--- config.mk ---
export PLATFORM = sky130hd
export DESIGN_NAME = lbp_engine_param
export DESIGN_NICKNAME = d
export VERILOG_FILES = /design/src/rtl/lbp_engine_param.sv
export SDC_FILE = /design/constraint.sdc
export NUM_CORES = 1
export LEC_CHECK = 0
export ABC_AREA = 1
export BUFFER_PORTS_ARGS = -buffer_cell sky130_fd_sc_hd__buf_2
export CORE_UTILIZATION = 50
export DETAILED_ROUTE_END_ITERATION = 8
export GPL_ROUTABILITY_DRIVEN = 0
export GPL_TIMING_DRIVEN = 1
export PLACE_DENSITY_LB_ADDON = 0.2
export SETUP_SLACK_MARGIN = 0.02
export SYNTH_ARGS = -nofsm -noshare
export SYNTH_HDL_FRONTEND = slang
export SYNTH_SLANG_ARGS = --single-unit
--- constraint.sdc ---
create_clock -name clk -period 2.1 [get_ports clk]
set_clock_uncertainty 0.1 [all_clocks]
set_input_delay 0.315 -clock clk [delete_from_list [all_inputs] [get_ports clk]]
set_output_delay 0.315 -clock clk [all_outputs]
set_load 0.03 [all_outputs]
--- src/rtl/lbp_engine_param.sv ---
// Parametrised 3x3 Local Binary Pattern engine: streams a grey image, writes one code per interior pixel.
// Optional `LBP_BORDER_ZERO_EN` additionally writes 0 to every border pixel after the interior pass.
module lbp_engine_param #(
  parameter int IMG_W  = 128,
  parameter int IMG_H  = 128,
  parameter int DATA_W = 8,
  parameter int ADDR_W = 14
) (
  input  logic              clk,
  input  logic              reset_n,
  input  logic              gray_ready,
  output logic              gray_req,
  output logic [ADDR_W-1:0] gray_addr,
  input  logic [DATA_W-1:0] gray_data,
  input  logic              lbp_ready,
  output logic              lbp_valid,
  output logic [ADDR_W-1:0] lbp_addr,
  output logic [7:0]        lbp_data,
  output logic              finish
);

  localparam int LOG2_W = $clog2(IMG_W);
  localparam int ROW_W  = ADDR_W - LOG2_W;

  typedef enum logic [2:0] {
    S_IDLE,
    S_FILL,
    S_SHIFT,
    S_CALC,
    S_WRITE,
`ifdef LBP_BORDER_ZERO_EN
    S_BORDER,
`endif
    S_DONE
  } state_t;

  state_t              r_state;
  logic [ROW_W-1:0]    r_win_row;
  logic [LOG2_W-1:0]   r_win_col;
  logic [1:0]          r_rd_roff;
  logic [1:0]          r_rd_coff;
  logic                r_cap_vld;
  logic [1:0]          r_cap_roff;
  logic [1:0]          r_cap_coff;
  logic [DATA_W-1:0]   r_pix [3][3];

  logic                w_accept;
  logic                w_rd_last;
  logic                w_cap_last;
  logic                w_hs;
  logic                w_row_end;
  logic                w_last_row;
  logic                w_shift;
  logic [1:0]          w_nxt_roff;
  logic [1:0]          w_nxt_coff;
  logic [7:0]          w_code;

  function automatic logic [ADDR_W-1:0] f_addr(input logic [ROW_W-1:0] row,
                                               input logic [LOG2_W-1:0] col);
    return {row, col};
  endfunction

  assign w_accept   = gray_req & gray_ready;
  assign w_rd_last  = (r_rd_roff == 2'd2) && (r_rd_coff == 2'd2);
  assign w_cap_last = r_cap_vld && (r_cap_roff == 2'd2) && (r_cap_coff == 2'd2);
  assign w_hs       = lbp_valid & lbp_ready;
  assign w_row_end  = (r_win_col == LOG2_W'(IMG_W - 3));
  assign w_last_row = (r_win_row == ROW_W'(IMG_H - 3));
  assign w_shift    = (r_state == S_WRITE) && w_hs && !w_row_end;

  // Read order inside the window: raster over 3x3 in FILL, right column top-down in SHIFT.
  // NOTE: every signal assigned in always_comb gets a default first, so no latch can be inferred.
  always_comb begin
    w_nxt_roff = r_rd_roff;
    w_nxt_coff = r_rd_coff + 2'd1;
    if (r_state == S_SHIFT) begin
      w_nxt_roff = r_rd_roff + 2'd1;
      w_nxt_coff = 2'd2;
    end else if (r_rd_coff == 2'd2) begin
      w_nxt_roff = r_rd_roff + 2'd1;
      w_nxt_coff = 2'd0;
    end
  end

  // Bit order: TL, T, TR, L, R, BL, B, BR; neighbour >= centre sets the bit.
  always_comb begin
    w_code    = '0;
    w_code[0] = r_pix[0][0] >= r_pix[1][1];
    w_code[1] = r_pix[0][1] >= r_pix[1][1];
    w_code[2] = r_pix[0][2] >= r_pix[1][1];
    w_code[3] = r_pix[1][0] >= r_pix[1][1];
    w_code[4] = r_pix[1][2] >= r_pix[1][1];
    w_code[5] = r_pix[2][0] >= r_pix[1][1];
    w_code[6] = r_pix[2][1] >= r_pix[1][1];
    w_code[7] = r_pix[2][2] >= r_pix[1][1];
  end

`ifdef LBP_BORDER_ZERO_EN
  logic [ROW_W-1:0]  r_bd_row;
  logic [LOG2_W-1:0] r_bd_col;
  logic [ROW_W-1:0]  w_bd_nxt_row;
  logic [LOG2_W-1:0] w_bd_nxt_col;
  logic              w_bd_last;

  // Border walk in raster order: full top/bottom rows, only first/last column in between.
  always_comb begin
    w_bd_nxt_row = r_bd_row;
    w_bd_nxt_col = r_bd_col + LOG2_W'(1);
    w_bd_last    = (r_bd_row == ROW_W'(IMG_H - 1)) && (r_bd_col == LOG2_W'(IMG_W - 1));
    if (r_bd_col == LOG2_W'(IMG_W - 1)) begin
      w_bd_nxt_row = r_bd_row + ROW_W'(1);
      w_bd_nxt_col = '0;
    end else if ((r_bd_row != '0) && (r_bd_row != ROW_W'(IMG_H - 1))) begin
      w_bd_nxt_col = LOG2_W'(IMG_W - 1);
    end
  end
`endif

  // NOTE: the pixel window is pure datapath and deliberately has no reset; every CALC is
  // preceded by a complete refill or shift+refill, so stale contents are never used.
  always_ff @(posedge clk) begin
    if (w_shift) begin
      for (int i = 0; i < 3; i++) begin
        r_pix[i][0] <= r_pix[i][1];
        r_pix[i][1] <= r_pix[i][2];
      end
    end
    if (r_cap_vld) begin
      r_pix[r_cap_roff][r_cap_coff] <= gray_data;
    end
  end

  // NOTE: sequential state uses non-blocking assignments only, so every register samples
  // the pre-edge values regardless of statement order.
  always_ff @(posedge clk or negedge reset_n) begin
    if (!reset_n) begin
      r_state    <= S_IDLE;
      gray_req   <= 1'b0;
      gray_addr  <= '0;
      lbp_valid  <= 1'b0;
      lbp_addr   <= '0;
      lbp_data   <= '0;
      finish     <= 1'b0;
      r_win_row  <= '0;
      r_win_col  <= '0;
      r_rd_roff  <= '0;
      r_rd_coff  <= '0;
      r_cap_vld  <= 1'b0;
      r_cap_roff <= '0;
      r_cap_coff <= '0;
`ifdef LBP_BORDER_ZERO_EN
      r_bd_row   <= '0;
      r_bd_col   <= '0;
`endif
    end else begin
      r_cap_vld <= w_accept;
      if (w_accept) begin
        r_cap_roff <= r_rd_roff;
        r_cap_coff <= r_rd_coff;
      end

      case (r_state)
        S_IDLE: begin
          if (gray_ready) begin
            r_state   <= S_FILL;
            gray_req  <= 1'b1;
            gray_addr <= f_addr(r_win_row, r_win_col);
            r_rd_roff <= 2'd0;
            r_rd_coff <= 2'd0;
          end
        end

        S_FILL, S_SHIFT: begin
          if (w_accept) begin
            r_rd_roff <= w_nxt_roff;
            r_rd_coff <= w_nxt_coff;
            if (w_rd_last) begin
              gray_req <= 1'b0;
            end else begin
              gray_addr <= f_addr(r_win_row + ROW_W'(w_nxt_roff),
                                  r_win_col + LOG2_W'(w_nxt_coff));
            end
          end
          if (w_cap_last) begin
            r_state <= S_CALC;
          end
        end

        S_CALC: begin
          lbp_data  <= w_code;
          lbp_addr  <= f_addr(r_win_row + ROW_W'(1), r_win_col + LOG2_W'(1));
          lbp_valid <= 1'b1;
          r_state   <= S_WRITE;
        end

        S_WRITE: begin
          if (lbp_ready) begin
            lbp_valid <= 1'b0;
            if (!w_row_end) begin
              r_win_col <= r_win_col + LOG2_W'(1);
              r_state   <= S_SHIFT;
              gray_req  <= 1'b1;
              gray_addr <= f_addr(r_win_row, r_win_col + LOG2_W'(3));
              r_rd_roff <= 2'd0;
              r_rd_coff <= 2'd2;
            end else if (!w_last_row) begin
              r_win_col <= '0;
              r_win_row <= r_win_row + ROW_W'(1);
              r_state   <= S_FILL;
              gray_req  <= 1'b1;
              gray_addr <= f_addr(r_win_row + ROW_W'(1), '0);
              r_rd_roff <= 2'd0;
              r_rd_coff <= 2'd0;
            end else begin
`ifdef LBP_BORDER_ZERO_EN
              r_state  <= S_BORDER;
              r_bd_row <= '0;
              r_bd_col <= '0;
`else
              r_state  <= S_DONE;
              finish   <= 1'b1;
`endif
            end
          end
        end

`ifdef LBP_BORDER_ZERO_EN
        S_BORDER: begin
          if (!lbp_valid) begin
            lbp_valid <= 1'b1;
            lbp_data  <= '0;
            lbp_addr  <= f_addr(r_bd_row, r_bd_col);
          end else if (lbp_ready) begin
            if (w_bd_last) begin
              lbp_valid <= 1'b0;
              r_state   <= S_DONE;
              finish    <= 1'b1;
            end else begin
              r_bd_row <= w_bd_nxt_row;
              r_bd_col <= w_bd_nxt_col;
              lbp_addr <= f_addr(w_bd_nxt_row, w_bd_nxt_col);
            end
          end
        end
`endif

        S_DONE: begin
          finish    <= 1'b1;
          gray_req  <= 1'b0;
          lbp_valid <= 1'b0;
        end

        default: r_state <= S_IDLE;
      endcase
    end
  end

endmodule

Word-level counts from Yosys, hierarchy flattened --
Memory sizes are Yosys's and may differ from the RTL's. Cells that the tools add are included. Widths: inputs -> output; s select.
Word-level totals: flip-flop bits (word level) 65, RAM bits 72, input port bits 12, output and inout port bits 39, logic and storage cells 127, memories kept 1
Operators by class: add/subtract/negate cells 7, $lt $le $gt $ge 10, eq/ne operators 21, multiplexer cells 48, bitwise operators 5, reduce and logical (&&, ||, !) cells 21
Memory list:
- r_pix | depth 3, bits a word 24, rd ports 3, clocked after Yosys merged registers in 0, write ports 4, line 45 | logic [DATA_W-1:0] r_pix [3][3];
Operators with widths (number):
- $mux 14 | 6
- $ge 8x8->1 | 8
- $pmux 14 s3 | 1
- $mux 2 | 12
- $mux 24 | 1
- $ne 2x2->1 const B | 9
- $demux 8 s2 | 1
- $mux 3 | 5
- $pmux 3 s5 | 1
- $add 7x1->7 const B | 2
- $add 7x2->7 | 2
- $eq 7x7->1 const B | 2
- $mux 7 | 2
- $mux 1 | 13
- $pmux 2 s3 | 2
- $reduce_and 4->1 | 3
- $reduce_and 6->1 | 2
- $eq 2x2->1 const B | 4
- $mux 8 | 1
- $add 7x2->7 const B | 1
- $eq 3x2->1 const B | 2
- $eq 3x3->1 const B | 2
- $logic_and 1x1->1 | 6
- $reduce_bool 3->1 | 2
- other kinds (19) | 22

Longest topological paths before layout --
Gate-level depths: netlist (run 1).
word-level depth 7, mapped depth 16, mapped depth without buffers 16

Worst setup path before layout (run 1) --
No wires, ideal clock.
kind reg-to-reg, from register r_state[2], to register gray_addr[11], data arrival time 1.967 ns, data required time 1.883 ns, path slack -0.084 ns, stages on the path, launching flop included 13, buffers on the path 0, clock period less this slack 2.184 ns, path through dfrtp_1 -> inv_4 -> nand3_1 -> o21ai_0 -> xor2_1 -> ha_1 -> fa_1 -> inv_1 -> o21ai_0 -> nand3_1 -> nand4_1 -> nand2_1 -> nand2_1
Between the ends: cells in the longest elaborated chain, start to end 6, elaborated cells on any way between the ends 17, those cells by class add/sub (1); eq/ne (8); mux (4); reduce/logical (4)
RTL lines:
- start, declared | line 37 | state_t r_state;
- start signal, assigned | line 137 | r_state <= S_IDLE;
- start signal, assigned | line 165 | r_state <= S_FILL;
- start signal, assigned | line 185 | r_state <= S_CALC;
- $eq 3x2->1 | line 76, 162
- $mux 2 | line 76 | if (r_state == S_SHIFT) begin
- $add 7x2->7 | line 180 | gray_addr <= f_addr(r_win_row + ROW_W'(w_nxt_roff),
- $mux 14 | line 177 | if (w_rd_last) begin
- $mux 14 | line 174 | if (w_accept) begin
- $pmux 14 s3 | line 162 | case (r_state)
- end signal, assigned | line 167 | gray_addr <= f_addr(r_win_row, r_win_col);
- end signal, assigned | line 180
- end signal, assigned | line 203 | gray_addr <= f_addr(r_win_row, r_win_col + LOG2_W'(3));
- end, declared | line 13 | output logic [ADDR_W-1:0] gray_addr,
Parallel ways exist; a longest one is shown, timed or not. The select of a mux whose other input is x is not followed. A chain may end at the register's enable or synchronous reset.

Worst setup path in the final report (run 1) --
from register r_rd_roff[0], to register gray_addr[12]
Between the ends: cells in the longest elaborated chain, start to end 7, elaborated cells on any way between the ends 11, those cells by class add/sub (2); eq/ne (2); mux (5); reduce/logical (2)
RTL lines:
- start, declared | line 40 | logic [1:0] r_rd_roff;
- start signal, assigned | line 175 | r_rd_roff <= w_nxt_roff;
- $add 2x1->2 | line 77, 80
- $mux 2 | line 79 | end else if (r_rd_coff == 2'd2) begin
- $mux 2 | line 76
- $add 7x2->7 | line 180
- $mux 14 | line 177
- $mux 14 | line 174
- $pmux 14 s3 | line 162
Parallel ways exist; a longest one is shown, timed or not. The select of a mux whose other input is x is not followed.

==> results of run 1 <==
power groups by stage:
stage | clock network, mW | registers [mW] | logic (mW)
detailed placement | 0 | 3.94 | 4.98
finish | 2.88 | 3.92 | 5.23
floorplan | 0 | 4.38 | 3.11
global placement | 0 | 3.93 | 4.91
CTS | 2.91 | 3.89 | 5.06
global route | 3.04 | 3.97 | 5.79
area by class of cell:
cell class	count	area, µm²	area share (%)
Multi-Input combinational cell	643	3794	40.02
Clock buffer	20	436.7	4.607
Inverter	95	364.1	3.841
Tap cell	211	264.0	2.785
Sequential cell	137	3789	39.97
Clock inverter	12	126.4	1.333
Timing Repair Buffer	107	705.7	7.445
sequential cells by signal, indices dropped and copies added (netlist names):
| name | cells |
|---|---|
| r_win_row | 7 |
| finish | 1 |
| r_pix | 72 |
| lbp_data | 8 |
| gray_addr | 14 |
| r_rd_roff | 2 |
| r_rd_coff | 2 |
| lbp_valid | 1 |
| r_win_col | 7 |
| r_cap_vld | 1 |
| r_cap_coff | 2 |
| gray_req | 1 |
| r_cap_roff | 2 |
| r_state | 3 |
| lbp_addr | 14 |
path summary, 6_finish.rpt:
kind                            endpoint  slack (ns)  cells past startpoint
max                        gray_addr[12]        0.07                     13
min                          r_pix[1][6]        0.02                      1
max reg2reg                gray_addr[12]        0.07                     13
min reg2reg                  lbp_data[5]        0.37                      2
max in group asynchronous   gray_addr[2]        1.25                      3
min in group asynchronous   lbp_addr[10]        0.31                      3
stage by stage:
step	instances	setup WS, ns
after global routing	1225	-0.06349
final	1225	0.06841
after global placement	1189	0.04611
after floorplan	896	0.02150
after CTS	1223	0.03562
after detailed placement	1189	-0.006215
placed cells by master (no fill, tap or decap), types with 6 or more instances in the layout:
cell                        instances
sky130_fd_sc_hd__buf_2             50
sky130_fd_sc_hd__o22ai_1            6
sky130_fd_sc_hd__nor2_1            43
sky130_fd_sc_hd__nand3_1           49
sky130_fd_sc_hd__nand2_1          265
sky130_fd_sc_hd__buf_4             54
sky130_fd_sc_hd__edfxtp_1          72
sky130_fd_sc_hd__o21ai_2            6
sky130_fd_sc_hd__clkbuf_16         17
sky130_fd_sc_hd__nand2_2            9
sky130_fd_sc_hd__nand4_1           20
sky130_fd_sc_hd__inv_1             80
sky130_fd_sc_hd__o21ai_1           12
sky130_fd_sc_hd__dfrtp_1           65
sky130_fd_sc_hd__inv_2             12
sky130_fd_sc_hd__ha_1              71
sky130_fd_sc_hd__o21ai_0           79
sky130_fd_sc_hd__xor2_1             8
sky130_fd_sc_hd__nor2_4             6
sky130_fd_sc_hd__a21oi_1           28
cells by family after synthesis:
| logic type | after synthesis | share of synthesized area [%] |
|---|---|---|
| compound gates | 142 | 9.569 |
| buf+inv | 116 | 6.207 |
| flops | 137 | 47.34 |
| xor+xnor | 12 | 1.313 |
| simple gates | 413 | 23.50 |
| fa+ha+maj | 76 | 12.07 |
metal layers:
layer / vias up / track usage (%)
met4: 0 / 7.820
met3: 27 / 4.740
met2: 182 / 37.49
met5: - / 0
met1: 3007 / 36.29
li1: 3226 / -
repair_timing:
action                                 CTS  global route
hold buffers                             1             0
setup buffers                            1             2
pin swaps                                2            15
setup endpoints to repair                5            10
gates resized for setup                  2            21
endpoints found under the hold margin   65             0
==> impl_metrics.toml, run 1 <==
[outcome]
result_of_the_run = "finished, final reports clean"

[die]
horizontal_die_dimension_um = 128.5
design.core.area_um2 = 15430
io_pins = 51
initial_cell_density_of_the_core_pct = 51.87
fp.dieArea_um2 = 16510
row_count = 45
die_h_um = 128.5

[critical_path]
timing.critical_path.slowest_stage_cell = "sky130_fd_sc_hd__dfrtp_1"
end_kind = "flop"
worst-path-buf-inv = 1
crit_top_cell = "sky130_fd_sc_hd__nand2_1"
cp_top_family = "simple AND/OR/NAND/NOR gates"
crit_chain = "inv_2 -> ha_4 -> a21oi_2 -> ha_1 -> nand2_1 -> nor2_1 -> nand2_1 -> nand2_1 -> nand2_1 -> nand3_1 -> nand3_1 -> nand2_1 -> nand2_1"
crit_path_start_kind = "flop"
worst_ep_arrival_time_ns = 2.25
critPathKind = "reg2reg"
cp_max_fo = 3
worst_ep_required_time_ns = 2.32
crit_path_start = "r_rd_roff[0]"
critical_path.reg2reg.startpoint = "r_rd_roff[0]"
critical_path.max_stage_delay_ns = 0.43

[power]
power.ir.vdd_worst_mv = 0.8073
switchingPower_mw = 5.030
seqPwrFrac_pct = 32.6
total_power_mw = 12.03
powerDensity_nw_per_um2 = 1269
cell_internal_pwr_mw = 6.998
switching_share_pct = 41.82
power.share.clock_pct = 24.0
leakagePower_nw = 4.545
power_frac_comb_pct = 43.5

[synth]
netlist_area_um2 = 8003
synthCells = 896
number_of_enable_type_register_cells_in_the_synthesized_netlist = 72
synth-main-ff-cell = "sky130_fd_sc_hd__edfxtp_1"
postSynth.asyncResetShare_pct = 47.45
synth_largest_type_area_fraction_pct = 27.02
netlist-cell-type-count = 40
synth_area_leaders = "sky130_fd_sc_hd__edfxtp_1 27%, sky130_fd_sc_hd__dfrtp_1 20%, sky130_fd_sc_hd__nand2_1 13%, sky130_fd_sc_hd__ha_1 12%, sky130_fd_sc_hd__o21ai_0 5.1%"
yosys.cell_count.top_type = "sky130_fd_sc_hd__nand2_1"
postSynthAreaPerCell_um2 = 8.932
synth-seq-cells = 137
synthDominantAreaCellType = "sky130_fd_sc_hd__edfxtp_1"
postSynthNetCount = 984
synth.yosys.warnings = 0
leading_post_synthesis_cells_by_instance_count = "267 x sky130_fd_sc_hd__nand2_1, 86 x sky130_fd_sc_hd__inv_1, 82 x sky130_fd_sc_hd__o21ai_0"
synth_sequential_area_ratio_pct = 47.34

[timing]
worst_slew_margin_pct = 57.20
finalHoldWorstSlack_ns = 0.02236
setup_violations = 0
timing.fmax_ghz = 0.4922
grt_setup_unrepaired = "true"
final_slew_viol_count = 0
period_needed_ns = 2.032
final_period_util_pct = 96.74
fin_setup_tns_ns = 0
slew_at_the_pin_closest_to_its_max_slew_limit_ns = 0.6411
final-hold-violation-count = 0

[detailed_routing]
wirelength_um = 19560
m1WireLength_um = 9677
drcViolationCount = 0
wl_met2_um = 8694
drt.antenna.violating_nets = 0
initial_drt_markers = 652
per_cell_via_count_in_the_routed_design = 5.259
highest-signal-layer = "met4"
met3WireLength_um = 931
route.vias.total = 6442
post_drt_wl_per_cell_um = 15.97
first_pass_iters = 5

[layout]
post_route_cells_drive_above_1_share_pct = 19.72
fill_cells = 1382
layout.core_utilization_pct = 61.44
nets = 1089
postLayoutCellArea_um2 = 9479
insertedDiodeCount = 0
area.growth.synth_to_final_pct = 18.45

[place]
detailedPlacementHpwl_um = 14240
io_buffer_count = 50
postPlaceCellArea_um2 = 8813

[cts]
cts-root-to-sink-buffers = 2
tritoncts.num_buffers = 17
cts_root_buf = "sky130_fd_sc_hd__clkbuf_16"
cts_sinks = 137
worst_skew_pair.late_latency_ns = 0.42
cts_tree = "yes"
htreeDepth = 4
path_clk_slew_ns = 0.06

[global_routing]
gr-usage-all-layers_pct = 24.89
grt_pass1_vias = 5999
maximum_number_of_pins_on_one_net_before_global_route_repair = 66
first_pass_grt_wire_length_um = 30990
grt_overflow_total = 0
grt_antenna_before_repair = 0

[min_path]
worst_hold_startpoint = "gray_data[6]"
timing.hold.worst.class = "in2reg"

[job]
max_cap_viol_count = 0
Power figures use the tool's default switching activity.
==> inputs of run 2 (changes only) <==
- CORE_ASPECT_RATIO: not set -> 0.75
- CORE_UTILIZATION: 50 -> 30
- SETUP_SLACK_MARGIN: 0.02 -> 0.15
==> run 2 against run 1 <==
Net effect: utilization down 23 points; cell area up 5.5%; clock power up 8.3%; critical path depth down 1; final cell count up 13%; global-route usage down 7.9 points; fmax up 2.4%; die area up 66%; worst hold slack worse by 0.0046 ns; worst setup slack better by 0.048 ns; sequential power down 1%; first-iteration DRC count down 24%.
==> impl_metrics.toml, run 2 (synthesis results as in run 1) <==
[global_routing]
grt_pass1_vias = 6044
grt_antenna_before_repair = 0
gr-usage-all-layers_pct = 16.99
maximum_number_of_pins_on_one_net_before_global_route_repair = 66
first_pass_grt_wire_length_um = 34580
grt_overflow_total = 0

[die]
design.core.area_um2 = 26100
fp.dieArea_um2 = 27340
horizontal_die_dimension_um = 190.6
die_h_um = 143.4
io_pins = 51
row_count = 51
initial_cell_density_of_the_core_pct = 30.66

[cts]
cts-root-to-sink-buffers = 2
cts_sinks = 137
tritoncts.num_buffers = 17
cts_tree = "yes"
cts_root_buf = "sky130_fd_sc_hd__clkbuf_16"
path_clk_slew_ns = 0.07
htreeDepth = 4
worst_skew_pair.late_latency_ns = 0.44

[layout]
largest-register = "r_pix"
final_cell_mix = "262 x sky130_fd_sc_hd__nand2_1, 78 x sky130_fd_sc_hd__inv_1, 77 x sky130_fd_sc_hd__o21ai_0"
biggestRegsByFlops = "r_pix (72), gray_addr (14), lbp_addr (14)"
post_route_cells_drive_above_1_share_pct = 23.34
mostFrequentLayoutCell = "sky130_fd_sc_hd__nand2_1"
sequential_cell_area_um2 = 3791
multi_input_comb_area_um2 = 3864
fill_cells = 2577
final_cells = 1381
layout.core_utilization_pct = 38.30
largest_register_ffs = 72
area.growth.synth_to_final_pct = 24.91
nets = 1112
insertedDiodeCount = 0

[min_path]
worst_hold_path.num_cells = 1
timing.hold.worst.class = "in2reg"
worst_hold_startpoint = "gray_data[2]"
hold-path-endpoint = "r_pix[0][2]"

[critical_path]
critPathKind = "reg2reg"
regToRegSetupSlack_ns = 0.12
crit_chain = "inv_4 -> nand3_4 -> o21ai_4 -> xor2_2 -> ha_2 -> fa_2 -> inv_2 -> o21ai_1 -> nand3_1 -> nand4_1 -> nand2_1 -> nand2_1"
worst_ep_required_time_ns = 2.34
end_kind = "flop"
r2r.worst_path.cells = 12
worst_ep_arrival_time_ns = 2.22
crit_path_start_kind = "flop"
crit_top_cell = "sky130_fd_sc_hd__nand2_1"
critical_path.max_stage_delay_ns = 0.39
cp_max_fo = 4
timing.rr.end = "gray_addr[11]"
timing.critical_path.slowest_stage_cell = "sky130_fd_sc_hd__fa_2"
critical_path.reg2reg.startpoint = "r_state[2]"

[job]
max_cap_viol_count = 0

[timing]
slew_at_the_pin_closest_to_its_max_slew_limit_ns = 0.4517
period_needed_ns = 1.984
final_slew_viol_count = 0
fin_setup_tns_ns = 0
timing.fmax_ghz = 0.5041
final_period_util_pct = 94.46
worst_slew_margin_pct = 69.86
grt_setup_unrepaired = "true"
final-hold-violation-count = 0
setup_violations = 0
finalHoldWorstSlack_ns = 0.01779
timing.final.ws_setup_ns = 0.1163

[power]
leakagePower_nw = 4.721
power.ir.vdd_worst_mv = 0.6118
powerDensity_nw_per_um2 = 1305

[place]
io_buffer_count = 50
pre_cts_slack_ns = 0.04373
total_instance_count_after_detailed_placement = 1321
detailedPlacementHpwl_um = 15930

[detailed_routing]
per_cell_via_count_in_the_routed_design = 4.594
wirelength_um = 22220
route.vias.total = 6344
first_pass_iters = 4
drcViolationCount = 0
initial_drt_markers = 495
drt.antenna.violating_nets = 0
post_drt_wl_per_cell_um = 16.09

[outcome]
result_of_the_run = "finished, final reports clean"
-- run 2: cell types whose count changed in the layout (fill, tap and decap cells not counted), sizes merged --
cell	change
buf	+22
clkbuf	+1
clkinv	-6
clkinvlp	-2
inv	+7
nand4	+1
-- run 2: layer usage --
layer,vias to the layer above,track usage (%),share of wire (%)
met5,-,0,0
met4,0,6.358,1.7
met3,27,2.466,3.7
met2,137,23.87,40
met1,2897,25.88,54
li1,3283,-,-
-- run 2: metrics by stage --
stage / instance area, µm² / power (mW)
after floorplan: 8020 / 7.522
after global placement: 8996 / 9.112
after detailed placement: 8996 / 9.118
after CTS: 9753 / 12.71
after global routing: 9996 / 14.00
final: 9996 / 13.04
-- run 2: power by group --
part	leakage (nW)	internal (mW)	switching [mW]	total, mW
Sequential	1.47	3.48	0.407	3.88
Clock	0.304	1.88	1.24	3.12
Combinational	2.94	2.26	3.77	6.04
-- run 2: worst max-delay path: cells and delay by family (launching register included) --
kind	cells	cell delay, ns
DFF	1	0.38
AOI/OAI and AO/OA	2	0.16
xor gates and xnor gates	1	0.19
adders and majority gates	2	0.58
buffers and inverters	2	0.13
and+or+nand+nor	5	0.34
-- run 2: worst max path at each step --
stage / start / endpoint
5_1_grt: r_state[2] / gray_addr[13]
4_1_cts: r_state[0] / gray_addr[11]
2_1_floorplan: r_state[2] / gray_addr[8]
3_3_place_gp: r_state[0] / gray_addr[10]
6_report: r_state[2] / gray_addr[11]
3_5_place_dp: r_rd_coff[1] / gray_addr[10]
-- run 2: cell type report --
type / count / area share, %
Clock inverter: 11 / 1.277
Timing Repair Buffer: 129 / 9.400
Multi-Input combinational cell: 644 / 38.65
Tap cell: 344 / 4.306
Sequential cell: 137 / 37.93
Inverter: 95 / 3.693
Clock buffer: 21 / 4.744
-- run 2: what timing repair did --
action                                  in CTS  in global routing
buffers inserted                            15                 11
endpoints found under the setup margin      20                 65
endpoints found under the hold margin       65                  0
gates resized for setup                      9                 36
pin swaps                                    5                 21
gates cloned                                 0                  1
hold buffers                                 1                  0
